$ cat src/rtl/puf_pkg.sv
// Shared types and constants for the delay-PUF challenge driver and its LFSR.
package puf_pkg;

    localparam int          CHAL_W_DEF   = 16;
    localparam logic [15:0] DEFAULT_SEED = 16'hACE1;
    // Fibonacci taps 16,14,13,11 expressed as a mask on a right-shifting register.
    localparam logic [15:0] LFSR_TAPS    = 16'h002D;

    typedef enum logic [2:0] {
        IDLE   = 3'd0,
        SETTLE = 3'd1,
        FIRE   = 3'd2,
        SAMP   = 3'd3,
        OUT    = 3'd4,
        FIN    = 3'd5
    } state_t;

endpackage

$ cat src/rtl/puf_lfsr16.sv
// 16-bit Fibonacci LFSR with load, advance and zero-seed substitution.
module puf_lfsr16
    import puf_pkg::*;
(
    input  logic        clk,
    input  logic        rst_n,
    input  logic        i_load,
    input  logic        i_advance,
    input  logic [15:0] i_seed,
    output logic [15:0] o_state
);

    logic [15:0] r_state;
    logic        w_fb;

    assign w_fb = ^(r_state & LFSR_TAPS);

    always_ff @(posedge clk or negedge rst_n) begin
        if (!rst_n) begin
            r_state <= '0;
        end else if (i_load) begin
            // An all-zero state would lock the register, so substitute a fixed seed.
            r_state <= (i_seed == 16'h0000) ? DEFAULT_SEED : i_seed;
        end else if (i_advance) begin
            r_state <= {w_fb, r_state[15:1]};
        end
    end

    assign o_state = r_state;

endmodule

$ cat src/rtl/puf_challenge_driver.sv
// Delay-PUF initiator: drives challenges, fires excite, majority-votes the
// synchronized response and streams packed words out over valid/ready.
module puf_challenge_driver
    import puf_pkg::*;
#(
    parameter int CHAL_W     = CHAL_W_DEF,
    parameter int RESP_W     = 16,
    parameter int SETTLE_CYC = 8,
    parameter int EVAL_CYC   = 4,
    parameter int VOTES      = 5
)(
    input  logic              clk,
    input  logic              rst_n,
    input  logic              start,
    input  logic [CHAL_W-1:0] seed,
    input  logic [7:0]        num_words,
    output logic              busy,
    output logic              done,
    output logic [CHAL_W-1:0] challenge,
    output logic              excite_l,
    output logic              excite_r,
    input  logic              puf_response,
    output logic [RESP_W-1:0] resp_data,
    output logic              resp_valid,
    input  logic              resp_ready,
    output logic [7:0]        flaky_cnt,
    output logic [2:0]        o_dbg_state
);

    localparam int BIT_W = $clog2(RESP_W);

    state_t            r_state;
    state_t            w_next_state;
    logic [7:0]        r_cyc;
    logic [3:0]        r_vote_idx;
    logic [3:0]        r_ones;
    logic [BIT_W-1:0]  r_bit_idx;
    logic [7:0]        r_words_left;
    logic [RESP_W-1:0] r_data;
    logic [7:0]        r_flaky;
    logic              r_sync1;
    logic              r_sync2;
    logic              r_excite;
    logic [3:0]        w_ones_total;
    logic              w_bit;
    logic              w_flaky;
    logic              w_resolve;
    logic              w_start_acc;
    logic              w_last_bit;

    assign w_start_acc  = (r_state == IDLE) && start;
    assign w_ones_total = r_ones + 4'(r_sync2);
    assign w_bit        = (w_ones_total > 4'(VOTES / 2));
    assign w_flaky      = (w_ones_total != 4'd0) && (w_ones_total != 4'(VOTES));
    assign w_resolve    = (r_state == SAMP) && (r_vote_idx == 4'(VOTES - 1));
    assign w_last_bit   = (r_bit_idx == BIT_W'(RESP_W - 1));

    puf_lfsr16 u_lfsr (
        .clk       (clk),
        .rst_n     (rst_n),
        .i_load    (w_start_acc),
        .i_advance (w_resolve),
        .i_seed    (seed),
        .o_state   (challenge)
    );

    always_ff @(posedge clk or negedge rst_n) begin
        if (!rst_n) begin
            r_state <= IDLE;
        end else begin
            r_state <= w_next_state;
        end
    end

    always_comb begin
        w_next_state = r_state;
        case (r_state)
            IDLE:    if (start) w_next_state = (num_words == 8'd0) ? FIN : SETTLE;
            SETTLE:  if (r_cyc == 8'(SETTLE_CYC - 1)) w_next_state = FIRE;
            FIRE:    if (r_cyc == 8'(EVAL_CYC - 1)) w_next_state = SAMP;
            SAMP:    w_next_state = (w_resolve && w_last_bit) ? OUT : SETTLE;
            // Stream handshake: a word moves when resp_valid and resp_ready are both
            // high at a rising edge; resp_data is held stable while valid is waiting.
            OUT:     if (resp_ready) w_next_state = (r_words_left == 8'd1) ? FIN : SETTLE;
            FIN:     w_next_state = IDLE;
            default: w_next_state = IDLE;
        endcase
    end

    always_comb begin
        busy       = (r_state != IDLE);
        done       = (r_state == FIN);
        resp_valid = (r_state == OUT);
    end

    // Excite is registered off the next state so both legs switch on the same edge.
    always_ff @(posedge clk or negedge rst_n) begin
        if (!rst_n) begin
            r_excite <= 1'b0;
            r_sync1  <= 1'b0;
            r_sync2  <= 1'b0;
        end else begin
            r_excite <= (w_next_state == FIRE);
            r_sync1  <= puf_response;
            r_sync2  <= r_sync1;
        end
    end

    always_ff @(posedge clk or negedge rst_n) begin
        if (!rst_n) begin
            r_cyc        <= '0;
            r_vote_idx   <= '0;
            r_ones       <= '0;
            r_bit_idx    <= '0;
            r_words_left <= '0;
            r_data       <= '0;
            r_flaky      <= '0;
        end else begin
            r_cyc <= (w_next_state != r_state) ? 8'd0 : r_cyc + 8'd1;
            if (w_start_acc) begin
                r_words_left <= num_words;
                r_flaky      <= '0;
                r_vote_idx   <= '0;
                r_ones       <= '0;
                r_bit_idx    <= '0;
            end else if (r_state == SAMP) begin
                if (!w_resolve) begin
                    r_ones     <= w_ones_total;
                    r_vote_idx <= r_vote_idx + 4'd1;
                end else begin
                    r_ones            <= '0;
                    r_vote_idx        <= '0;
                    r_data[r_bit_idx] <= w_bit;
                    r_bit_idx         <= w_last_bit ? '0 : r_bit_idx + 1'b1;
                    if (w_flaky && (r_flaky != 8'hFF)) r_flaky <= r_flaky + 8'd1;
                end
            end else if ((r_state == OUT) && resp_ready) begin
                r_words_left <= r_words_left - 8'd1;
            end
        end
    end

    assign excite_l    = r_excite;
    assign excite_r    = r_excite;
    assign resp_data   = r_data;
    assign flaky_cnt   = r_flaky;
    assign o_dbg_state = r_state;

endmodule

$ cat config.mk
export PLATFORM = sky130hd
export DESIGN_NAME = puf_challenge_driver
export DESIGN_NICKNAME = d
export VERILOG_FILES = /design/src/rtl/puf_pkg.sv /design/src/rtl/puf_lfsr16.sv /design/src/rtl/puf_challenge_driver.sv
export SDC_FILE = /design/constraint.sdc
export NUM_CORES = 1
export LEC_CHECK = 0
export ABC_CLOCK_PERIOD_IN_PS = 2800
export CAP_MARGIN = 20
export CORE_ASPECT_RATIO = 0.6
export CORE_MARGIN = 8
export CORE_UTILIZATION = 52
export CTS_CLUSTER_DIAMETER = 150
export CTS_CLUSTER_SIZE = 24
export DETAILED_ROUTE_END_ITERATION = 7
export GPL_ROUTABILITY_DRIVEN = 0
export HOLD_SLACK_MARGIN = 0.02
export PLACE_DENSITY_LB_ADDON = 0.1
export SLEW_MARGIN = 40
export SYNTH_ARGS = -nofsm -noshare
export SYNTH_HDL_FRONTEND = slang
export SYNTH_HIERARCHICAL = 1
export SYNTH_SLANG_ARGS = --single-unit
$ cat constraint.sdc
create_clock -name clk -period 2.8 [get_ports clk]
set_clock_uncertainty 0.15 [all_clocks]
set_input_delay 0.84 -clock clk [delete_from_list [all_inputs] [get_ports clk]]
set_output_delay 0.84 -clock clk [all_outputs]
set_load 0.01 [all_outputs]
==> impl_metrics.env <==
export IMPL_post_synth_xor_xnor_area_pct=3.33
export IMPL_crit_path_top_delay_cell="clkdlybuf4s50_1"
export IMPL_grt_pass1_wl_mm=16.1
export IMPL_irDropWorstVdd_uv=426
export IMPL_critPathBufInv=1
export IMPL_timing_critical_path_to_type="primary output"
export IMPL_h_tree_depth=3
export IMPL_finalNetCount=510
export IMPL_start_kind="flop"
export IMPL_setup_reg_to_reg_worst_slack_ns=0.39
export IMPL_worst_slew_pin_transition_ns=0.657
export IMPL_finalCritPeriodShare_pct=98.5
export IMPL_cts_sinks=74
export IMPL_fp_row_count=24
export IMPL_yosys_warnings=6
export IMPL_max_cap_violations=0
export IMPL_grt_ovfl_total=0
export IMPL_fp_dieArea_um2=10700
export IMPL_synthDominantAreaCellType="dfrtp_1"
export IMPL_setup_tns_final_ns=0
export IMPL_synth_fa_ha_area_share_pct=3.80
export IMPL_antennaDiodeCount=0
export IMPL_layout_commonest_cell="clkdlybuf4s50_1"
export IMPL_cts_root_buffer="clkbuf_16"
export IMPL_multi_input_comb_area_um2=1930
export IMPL_simple_gate_share_of_the_synthesized_area_pct=19.6
export IMPL_fillerInstances=550
export IMPL_worstPathCellList="nor3_1, clkdlybuf4s50_1"
export IMPL_synth_top_family_by_area="simple AND/OR/NAND/NOR gates"
export IMPL_maxSlewHeadroom_pct=55.9
export IMPL_synth_cells=393
export IMPL_antenna_found_initial=0
export IMPL_number_of_nets_in_the_synthesized_netlist=434
export IMPL_mappedNetlistArea_um2=3950
export IMPL_cts_tree="built"
export IMPL_clk_path_buf_depth=2
export IMPL_finish_utilization_pct=70.4
export IMPL_design_area_um2=5130
export IMPL_place_hpwl_mm=6.96
export IMPL_die_width_um=129
export IMPL_worstSkewPairLatency_ns=0.34
export IMPL_synth_async_sr_flop_share_pct=100
export IMPL_timing_critical_path_slowest_cell_delay_ns=0.61
export IMPL_worst_ep_arrival_time_ns=1.77
export IMPL_drt_iter0_drc=248
export IMPL_synthTopCellsByArea="dfrtp_1 (47%), ha_1 (3.8%), nand3_1 (3.5%)"
export IMPL_crit_path_max_fanout=10
export IMPL_muxShareOfSynthArea_pct=9.32
export IMPL_finalSetupViolCount=0
export IMPL_hold_class="flop to flop"
export IMPL_drt_drc_violations_left=0
export IMPL_drtAntennaViolNets=0
export IMPL_cts_repair_timing_setup_buffer_count=0
export IMPL_globalRouteTotalUtil_pct=18.7
export IMPL_crit_end="resp_valid"
export IMPL_clk_pin_slew_ns=0.06
export IMPL_synth_sequential_area_ratio_pct=46.9
export IMPL_cp_data_required_time_ns=1.81
export IMPL_crit_start="o_dbg_state[1]"
export IMPL_drt_pre_antenna_iters=5
export IMPL_synth_top_flop_cell="dfrtp_1"
export IMPL_hold_worst_slack_ns=0.203
export IMPL_final_min_clock_period_ns=2.76
export IMPL_reg2regPathDepth=7
export IMPL_final_cell_mix="clkdlybuf4s50_1 (75), dfrtp_1 (72), nor2_1 (37)"
export IMPL_post_route_cells_drive_above_1_share_pct=12.0
export IMPL_io_buffer_count=76
export IMPL_core_um2=7300
export IMPL_detail_route_wl_per_cell_um=17.0
export IMPL_result_of_the_run="finished, final reports clean"
export IMPL_cts_made_buffers=9
export IMPL_grt_pass1_vias=3213
export IMPL_crit_cells=2
export IMPL_cts_repair_resized=1
export IMPL_detailroute_via_count=3277
export IMPL_rsz0062_at_grt="no"
export IMPL_final_hold_viol_count=0
export IMPL_avgSynthCellArea_um2=10.0
export IMPL_power_density_cell_area_nw_per_um2=811
export IMPL_detail_route_vias_per_cell=5.67
export IMPL_number_of_unique_standard_cell_types_used_by_synthesis=55
export IMPL_cts_hold_buffers=0
export IMPL_cell_family_with_most_cp_delay="buffers and inverters"
export IMPL_synth_compound_gate_area_share_pct=12.7
export IMPL_dpl_cell_area_um2=4810
export IMPL_report_final_slew_viol_count=0
export IMPL_fmaxAchievable_ghz=0.362
export IMPL_drt_total_wl_mm=9.82
export IMPL_r2r_start="r_ones[0]"
export IMPL_initial_utilization_pct=54.1
export IMPL_synth_enable_flop_cells=0
export IMPL_grt_start_max_net_pins=49
export IMPL_cellLeakagePower_nw=2.18
export IMPL_share_of_the_synthesized_area_in_the_top_cell_type_pct=46.9
export IMPL_die_h_um=83.5
export IMPL_sequential_cell_area_um2=1850
export IMPL_boundaryPins=77
export IMPL_criticalPathCategory="flop to primary output"
export IMPL_worst_r2r_endpoint="flaky_cnt[3]"
export IMPL_synth_seq_cells=74
export IMPL_area_growth_pct=30.0
-- synth_stat cells (9+ instances only) --
cell type / instances
mux2_2: 10
a21oi_1: 15
dfrtp_1: 74
mux2_1: 12
ha_1: 12
nand3_1: 28
nand4_1: 9
inv_1: 11
nand2_1: 32
mux2i_1: 9
nor2_1: 37
o21ai_0: 22
-- flip-flops by register name (all words and copies together) (netlist names) --
register	count
r_words_left	8
r_vote_idx	4
r_sync1	1
r_ones	4
o_dbg_state	3
r_bit_idx	4
flaky_cnt	8
r_sync2	1
excite_l	1
resp_data	16
r_cyc	8
u_lfsr/o_state	16
-- worst min path at each step --
stage,endpoint,slack (ns),startpoint,cells past startpoint
after detailed placement,r_sync2,0.19,r_sync1,0
after floorplan,r_sync2,0.18,r_sync1,0
after CTS,r_sync2,0.21,r_sync1,0
after global placement,r_sync2,0.18,r_sync1,0
final,r_sync2,0.20,r_sync1,0
after global routing,r_sync2,0.21,r_sync1,0
-- metrics by stage --
| stage | setup WS [ns] | total power (W) | std cells |
|---|---|---|---|
| 5_1_grt | 0.0181 | 0.00442 | 578 |
| 2_1_floorplan | 0.260 | 0.00236 | 393 |
| 6_report | 0.0410 | 0.00417 | 578 |
| 3_5_place_dp | 0.230 | 0.00293 | 562 |
| 3_3_place_gp | 0.238 | 0.00288 | 562 |
| 4_1_cts | 0.00411 | 0.00419 | 578 |
-- area by class of cell --
type,instances,share of cell area [%]
inverter,11,0.804
sequential,74,36.1
timing repair buffer,87,16.8
clock inverter,7,1.83
clock buffer,9,4.39
tap,104,2.53
multi-input combinational,286,37.5
-- cell families after synthesis --
family          count (synthesis)
compound gates                 76
xor+xnor                       15
fa+ha+maj                      12
buf+inv                        33
flops                          74
mux                            33
simple gates                  150
-- power by group --
part	leakage (nW)	internal (W)	switching (W)	total, W
combinational	1.06	0.000702	0.000658	0.00136
sequential	0.966	0.00131	0.000263	0.00157
clock	0.151	0.000778	0.000457	0.00123
-- per-layer routing --
metal  up-vias  global-route usage [%]  share of wire [%]
met4         0                    5.41                1.0
met1      1597                    25.8                 48
li1       1561                       -                  -
met2       108                    26.0                 42
met5         -                       0                  0
met3        11                    7.84                9.2
Power figures use the tool's default switching activity.
